==> src/rtl/vga_pkg.sv <==
// Shared definitions for the VGA raster path.
// Holds the 640x480@60 timing constants, derived line/frame totals, the 10-bit coordinate
// type, colour constants and the bundle of per-pixel timing terms that is delayed to line
// up with the draw pipeline.
package vga_pkg;

  localparam int unsigned VGA_H_ACTIVE = 640;
  localparam int unsigned VGA_H_FP     = 16;
  localparam int unsigned VGA_H_SYNC   = 96;
  localparam int unsigned VGA_H_BP     = 48;
  localparam int unsigned VGA_V_ACTIVE = 480;
  localparam int unsigned VGA_V_FP     = 10;
  localparam int unsigned VGA_V_SYNC   = 2;
  localparam int unsigned VGA_V_BP     = 33;

  localparam int unsigned VGA_H_TOTAL = VGA_H_ACTIVE + VGA_H_FP + VGA_H_SYNC + VGA_H_BP;
  localparam int unsigned VGA_V_TOTAL = VGA_V_ACTIVE + VGA_V_FP + VGA_V_SYNC + VGA_V_BP;

  localparam int unsigned COORD_W = 10;
  typedef logic [COORD_W-1:0] coord_t;

  typedef logic [7:0] rgb_t;
  localparam rgb_t COLOR_BLACK = 8'h00;
  localparam rgb_t COLOR_WHITE = 8'hFF;
  localparam rgb_t COLOR_RED   = 8'hE0;

  // Undelayed timing terms for one pixel position.
  typedef struct packed {
    logic hsync;
    logic vsync;
    logic vid;
  } sync_t;

endpackage

==> src/rtl/vga_sync_delay.sv <==
// Fixed-depth shift register for the {hsync, vsync, vid} timing bundle.
// Ports:
//   clk_i  - clock, every edge shifts
//   rst_i  - synchronous active-high reset, loads RstVal into every stage
//   d_i    - undelayed timing terms
//   q_o    - timing terms delayed by Depth clocks (Depth = 0 is a pass-through)
module vga_sync_delay
  import vga_pkg::*;
#(
  parameter int unsigned Depth  = 2,
  parameter sync_t       RstVal = '0
) (
  input  logic  clk_i,
  input  logic  rst_i,
  input  sync_t d_i,
  output sync_t q_o
);

  if (Depth == 0) begin : g_pass
    logic unused_clk;
    assign unused_clk = clk_i;
    // Still honour reset so the outputs read idle while rst is held.
    assign q_o = rst_i ? RstVal : d_i;
  end else begin : g_pipe
    sync_t [Depth-1:0] stage_q;
    sync_t [Depth-1:0] stage_d;

    assign stage_d[0] = d_i;
    for (genvar i = 1; i < Depth; i++) begin : g_stage
      assign stage_d[i] = stage_q[i-1];
    end

    always_ff @(posedge clk_i) begin
      if (rst_i) begin
        stage_q <= {Depth{RstVal}};
      end else begin
        stage_q <= stage_d;
      end
    end

    assign q_o = stage_q[Depth-1];
  end

endmodule

==> src/rtl/vga_timing_gen.sv <==
// VGA raster timing generator.
// Divides clk down to the pixel rate, runs the horizontal/vertical counters that feed the
// draw path, and re-aligns sync/blanking to the draw pipeline latency before gating the
// returned colour onto the DAC pins.
// Ports:
//   clk        - system clock
//   rst        - synchronous reset, active-high
//   color_in   - RRRGGGBB colour from draw, valid PIPE_DLY clks after the coordinates
//   pixel_x/y  - current horizontal/vertical counters
//   pix_en     - one-clk strobe, counters advance on the following edge
//   frame_tick - one-clk pulse in the first cycle the counters read (0,0)
//   hsync/vsync/video_on - timing terms delayed by PIPE_DLY clks
//   rgb_out    - registered colour, black outside the delayed active area
module vga_timing_gen
  import vga_pkg::*;
#(
  parameter int unsigned H_ACTIVE = VGA_H_ACTIVE,
  parameter int unsigned H_FP     = VGA_H_FP,
  parameter int unsigned H_SYNC   = VGA_H_SYNC,
  parameter int unsigned H_BP     = VGA_H_BP,
  parameter int unsigned V_ACTIVE = VGA_V_ACTIVE,
  parameter int unsigned V_FP     = VGA_V_FP,
  parameter int unsigned V_SYNC   = VGA_V_SYNC,
  parameter int unsigned V_BP     = VGA_V_BP,
  parameter int unsigned CLK_DIV  = 2,
  parameter int unsigned PIPE_DLY = 2,
  parameter logic        SYNC_ACT = 1'b0
) (
  input  logic       clk,
  input  logic       rst,
  input  logic [7:0] color_in,
  output logic [9:0] pixel_x,
  output logic [9:0] pixel_y,
  output logic       pix_en,
  output logic       frame_tick,
  output logic       hsync,
  output logic       vsync,
  output logic       video_on,
  output logic [7:0] rgb_out
);

  localparam int unsigned H_TOTAL = H_ACTIVE + H_FP + H_SYNC + H_BP;
  localparam int unsigned V_TOTAL = V_ACTIVE + V_FP + V_SYNC + V_BP;

  if (H_TOTAL > 1024 || V_TOTAL > 1024) begin : g_bad_total
    $error("vga_timing_gen: H_TOTAL and V_TOTAL must not exceed 1024");
  end
  if (CLK_DIV < 1 || CLK_DIV > 4) begin : g_bad_div
    $error("vga_timing_gen: CLK_DIV must be in 1..4");
  end

  // Inclusive bounds so totals of exactly 1024 do not wrap in 10 bits.
  localparam coord_t H_LAST     = coord_t'(H_TOTAL - 1);
  localparam coord_t V_LAST     = coord_t'(V_TOTAL - 1);
  localparam coord_t H_VIS_LAST = coord_t'(H_ACTIVE - 1);
  localparam coord_t V_VIS_LAST = coord_t'(V_ACTIVE - 1);
  localparam coord_t HS_FIRST   = coord_t'(H_ACTIVE + H_FP);
  localparam coord_t HS_LAST    = coord_t'(H_ACTIVE + H_FP + H_SYNC - 1);
  localparam coord_t VS_FIRST   = coord_t'(V_ACTIVE + V_FP);
  localparam coord_t VS_LAST    = coord_t'(V_ACTIVE + V_FP + V_SYNC - 1);
  localparam logic [1:0] PH_LAST = 2'(CLK_DIV - 1);

  localparam sync_t SYNC_IDLE = '{hsync: ~SYNC_ACT, vsync: ~SYNC_ACT, vid: 1'b0};

  logic [1:0] phase_q, phase_d;
  coord_t     h_q, h_d;
  coord_t     v_q, v_d;
  logic       frame_tick_q, frame_tick_d;
  rgb_t       rgb_q, rgb_d;
  logic       pix_en_c;
  sync_t      raw;
  sync_t      dly;

  always_comb begin
    // Masked by rst so CLK_DIV = 1 still shows no strobe in the reset cycle.
    pix_en_c     = (phase_q == PH_LAST) && !rst;
    phase_d      = (phase_q == PH_LAST) ? 2'd0 : phase_q + 2'd1;
    h_d          = h_q;
    v_d          = v_q;
    frame_tick_d = 1'b0;
    if (pix_en_c) begin
      if (h_q == H_LAST) begin
        h_d = '0;
        if (v_q == V_LAST) begin
          v_d          = '0;
          frame_tick_d = 1'b1;
        end else begin
          v_d = v_q + coord_t'(1);
        end
      end else begin
        h_d = h_q + coord_t'(1);
      end
    end
  end

  always_comb begin
    raw = SYNC_IDLE;
    if (h_q >= HS_FIRST && h_q <= HS_LAST) raw.hsync = SYNC_ACT;
    if (v_q >= VS_FIRST && v_q <= VS_LAST) raw.vsync = SYNC_ACT;
    raw.vid = (h_q <= H_VIS_LAST) && (v_q <= V_VIS_LAST);
  end

  vga_sync_delay #(
    .Depth  (PIPE_DLY),
    .RstVal (SYNC_IDLE)
  ) u_sync_delay (
    .clk_i (clk),
    .rst_i (rst),
    .d_i   (raw),
    .q_o   (dly)
  );

  always_comb begin
    rgb_d = dly.vid ? color_in : COLOR_BLACK;
  end

  always_ff @(posedge clk) begin
    if (rst) begin
      phase_q      <= '0;
      h_q          <= '0;
      v_q          <= '0;
      // Counters restart at (0,0), so the first cycle after release is a frame start.
      frame_tick_q <= 1'b1;
      rgb_q        <= COLOR_BLACK;
    end else begin
      phase_q      <= phase_d;
      h_q          <= h_d;
      v_q          <= v_d;
      frame_tick_q <= frame_tick_d;
      rgb_q        <= rgb_d;
    end
  end

  assign pixel_x    = h_q;
  assign pixel_y    = v_q;
  assign pix_en     = pix_en_c;
  // Hide the preloaded tick while rst is still held.
  assign frame_tick = frame_tick_q & ~rst;
  assign hsync      = dly.hsync;
  assign vsync      = dly.vsync;
  assign video_on   = dly.vid;
  assign rgb_out    = rgb_q;

endmodule

==> config.mk <==
export PLATFORM = sky130hd
export DESIGN_NAME = vga_timing_gen
export DESIGN_NICKNAME = d
export VERILOG_FILES = /design/src/rtl/vga_pkg.sv /design/src/rtl/vga_sync_delay.sv /design/src/rtl/vga_timing_gen.sv
export SDC_FILE = /design/constraint.sdc
export NUM_CORES = 1
export LEC_CHECK = 0
export ABC_AREA = 1
export BUFFER_PORTS_ARGS = -buffer_cell sky130_fd_sc_hd__buf_2
export CORE_AREA = 3 3 56 68
export CTS_CLUSTER_SIZE = 20
export DETAILED_ROUTE_END_ITERATION = 10
export DIE_AREA = 0 0 59 71
export PLACE_DENSITY = 0.9
export SLEW_MARGIN = 0
export SYNTH_ARGS = -nofsm -noshare
export SYNTH_HDL_FRONTEND = slang
export SYNTH_SLANG_ARGS = --single-unit
==> constraint.sdc <==
create_clock -name clk -period 2.7 [get_ports clk]
set_input_delay 0.27 -clock clk [delete_from_list [all_inputs] [get_ports clk]]
set_output_delay 0.27 -clock clk [all_outputs]
set_load 0.02 [all_outputs]
==> reports/metrics.csv <==
stage;metric;value;unit
status;outcome;completed;
global_route;initial antenna violation count;0;
placement;Routability Congestion;0.9030;
setup_path;crit path DAT;1.82;ns
global_route;largest net degree at the start of global routing;15;
cells_and_area;antenna diode instance count;0;
placement;port bufs;42;
global_route;gr ovfl total;0;
hold_path;Hold Path End;rgb_out[1];
global_route;gr usage total;19.47;%
setup_path;CP cell instances;ha_1 -> inv_2 -> nor2_4 -> nand3_2 -> nor2_2 -> nand3_1 -> nand2_1 -> nor2_1;
placement;DP Wirelength;2783;um
floorplanning;die footprint;4189;um^2
routing;vias per cell;5.021;
cells_and_area;Fillers;305;
floorplanning;Die H;71;um
sta;Fin. Hold Viols;0;
clocking;CTS Hold Bufs;0;
setup_path;Critical Path Max Stage Delay;0.38;ns
logic_synthesis;Seq/Total Area, Yosys;42.44;%
power_and_ir_drop;VDD IR max;0.0004777;V
sta;post-layout minimum cycle time;1.653;ns
sta;final setup margin;1.047;ns
logic_synthesis;most frequent cell after synthesis;nand2_1;
logic_synthesis;Post-synth top cells;nand2_1, inv_1, nor2_1, dfxtp_1, nand3_1;
clocking;clock-pin slew on the worst setup and hold paths;0.07;ns
setup_path;slowest CP cell;nor2_2;
cells_and_area;Total Nets Final;304;
clocking;cts bufs inserted;5;
hold_path;worst hold path stage count;3;
floorplanning;IO Count;43;
clocking;clk buf depth;2;
logic_synthesis;Synth warnings;0;
sta;worst-margin pin slew;0.4588;ns
routing;vias;1637;
setup_path;critical path class;reg2reg;
logic_synthesis;post-synth cell types;24;
sta;post-route clock period utilization;61.22;%
logic_synthesis;most used flip-flop cell after synthesis;dfxtp_1;
global_route;first-pass GRT wire length;6341;um
setup_path;R2R Setup Slk;1.05;ns
hold_path;hold path start;color_in[1];
setup_path;Worst setup SP type;flop;
power_and_ir_drop;PwrDens;490.2;nW/um^2
clocking;post-CTS setup buffers;0;
floorplanning;die width;59;um
clocking;H-tree levels;2;
sta;Setup TNS Final;0;ns
setup_path;worst r2r src;phase_q[0];
setup_path;Critical Path RT;2.87;ns
logic_synthesis;post-synthesis cell count;242;
placement;placed cells;318;
floorplanning;core area;3281;um^2
hold_path;HP Class;in2reg;
logic_synthesis;post-synth top area cell;dfxtp_1;
routing;TritonRoute pass-1 iters;4;
setup_path;CP Capture Type;flop;
clocking;root buffer cell;clkbuf_8;
logic_synthesis;synthesized cell area;1745;um^2
logic_synthesis;async set or reset register ratio after synthesis;0;%
logic_synthesis;EDFF count, synth;0;
logic_synthesis;top post-synthesis cells by area;dfxtp_1, nand2_1, inv_1;
clocking;Clock Sinks;37;
cells_and_area;Non-Filler Instances;326;
sta;RSZ-0062 raised after global routing;no;
cells_and_area;multi-input logic area;802.0;um^2
global_route;vias in the first global route;1528;
routing;overall routed net length;3721;um
sta;fmax;605.0;MHz
logic_synthesis;mean post-synth cell area;7.212;um^2
logic_synthesis;Synth top area share;42.44;%
sta;Final setup viols;0;
routing;DR DRC count;0;
setup_path;crit-path max FO;11;
routing;wire per inst;11.41;um
placement;pre-CTS WS;1.058;ns
floorplanning;Initial Util;53.20;%
setup_path;Worst R2R End;pixel_y[6];
clocking;post-CTS resize count;0;
clocking;worst skew pair latency;0.28;ns
sta;Slew Limit Headroom;69.38;%
setup_path;Worst Reg-to-Reg Cells;8;
clocking;CTS tree;yes;
sta;max-slew violations;0;
cells_and_area;layout cells sized above 1;22.84;%
logic_synthesis;FF+latch count, synth;37;
logic_synthesis;Mapped Nets;258;
routing;DRT iter0 DRCs;94;
sta;Post-Route Skew;0.004305;ns
cells_and_area;Area growth syn-to-layout;17.71;%
floorplanning;Row Count;23;
power_and_ir_drop;Leakage;1.001;nW
run;Max Cap Viol;0;
routing;Final ANT Viol Nets;0;
cells_and_area;Reg area;740.7;um^2
==> logic make-up (layout without fill, tap and decap cells) <==
group / Yosys count / in the layout / share of synthesized area [%]
XOR/XNOR: 1 / 1 / 0.5019
flip-flops: 37 / 37 / 42.44
AO/OA/AOI/OAI: 18 / 18 / 6.380
adder cells (fa/ha/maj): 6 / 6 / 4.301
AND/OR/NAND/NOR: 132 / 132 / 34.77
buffers and inverters: 48 / 95 / 11.61
==> worst max-delay path, delay by kind of cell, from the launching register on <==
kind,cells,cell delay [ns]
buf+inv,1,0.08
simple gates,6,0.89
fa+ha+maj,1,0.23
flops,1,0.34
==> sequential cells by signal, indices dropped and copies added, names as in the netlist <==
register,count
frame_tick_q,1
u_sync_delay.g_pipe.stage_d,3
u_sync_delay.q_o,3
pixel_x,10
rgb_out,8
pixel_y,10
phase_q,2
==> cells in the final DEF, fill, tap and decap left out, drive strengths merged <==
cell type and instances:
nand4 3, nor2 46, buf 42, clkbuf 5
nand3 27, a21oi 6, xor2 1, clkinv 2
o21bai 1, nor4 1, nor3 6, o2111ai 2
clkinvlp 1, o21ai 8, dfxtp 37, inv 45
ha 6, nand2 46, or2 3, o221ai 1
==> cell type report <==
cell class	instances	share of cell area [%]
clock buffers	5	3.350
clock inverters	3	0.8526
inverters	45	8.222
multi-input cells	157	39.04
flip-flops and latches	37	36.05
well taps	37	2.253
repair buffers	42	10.23
==> how the worst max path moves through the flow <==
stage                     from    endpoint  slack [ns]  cells past startpoint
global route        phase_q[1]  pixel_y[2]        0.87                      9
finish              phase_q[0]  pixel_y[6]        1.05                      8
CTS                 phase_q[0]  pixel_y[6]        1.05                      8
global placement    phase_q[0]  pixel_y[7]        1.12                      8
detailed placement  phase_q[0]  pixel_y[6]        1.06                      8
floorplan           pixel_x[1]  pixel_y[2]        1.22                      9
==> power by group <==
| part | total (mW) | internal (mW) | switching [mW] |
|---|---|---|---|
| Combinational | 0.0755 | 0.0250 | 0.0505 |
| Sequential | 0.565 | 0.559 | 0.00598 |
| Clock | 0.367 | 0.178 | 0.189 |
==> routing by layer <==
layer	GRT usage [%]	up-vias	part of all wire [%]
li1	-	845	-
met1	23.04	738	43
met2	32.06	49	49
met3	4.015	5	5.8
met4	10.83	0	1.5
met5	0	-	0
==> metrics by stage <==
stage | instance area, um^2 | power [mW] | hold slack, ns | utilization [%]
after floorplan | 1745 | 0.6281 | 0.3765 | -
after global placement | 1968 | 0.6507 | 0.3919 | 59.99
after detailed placement | 1968 | 0.6533 | 0.3923 | 59.99
after CTS | 2054 | 1.024 | 0.1777 | 62.62
after global routing | 2054 | 1.051 | 0.1800 | 62.62
final | 2054 | 1.007 | 0.1924 | 62.62
Note: power is estimated with default switching activity, not from simulation.
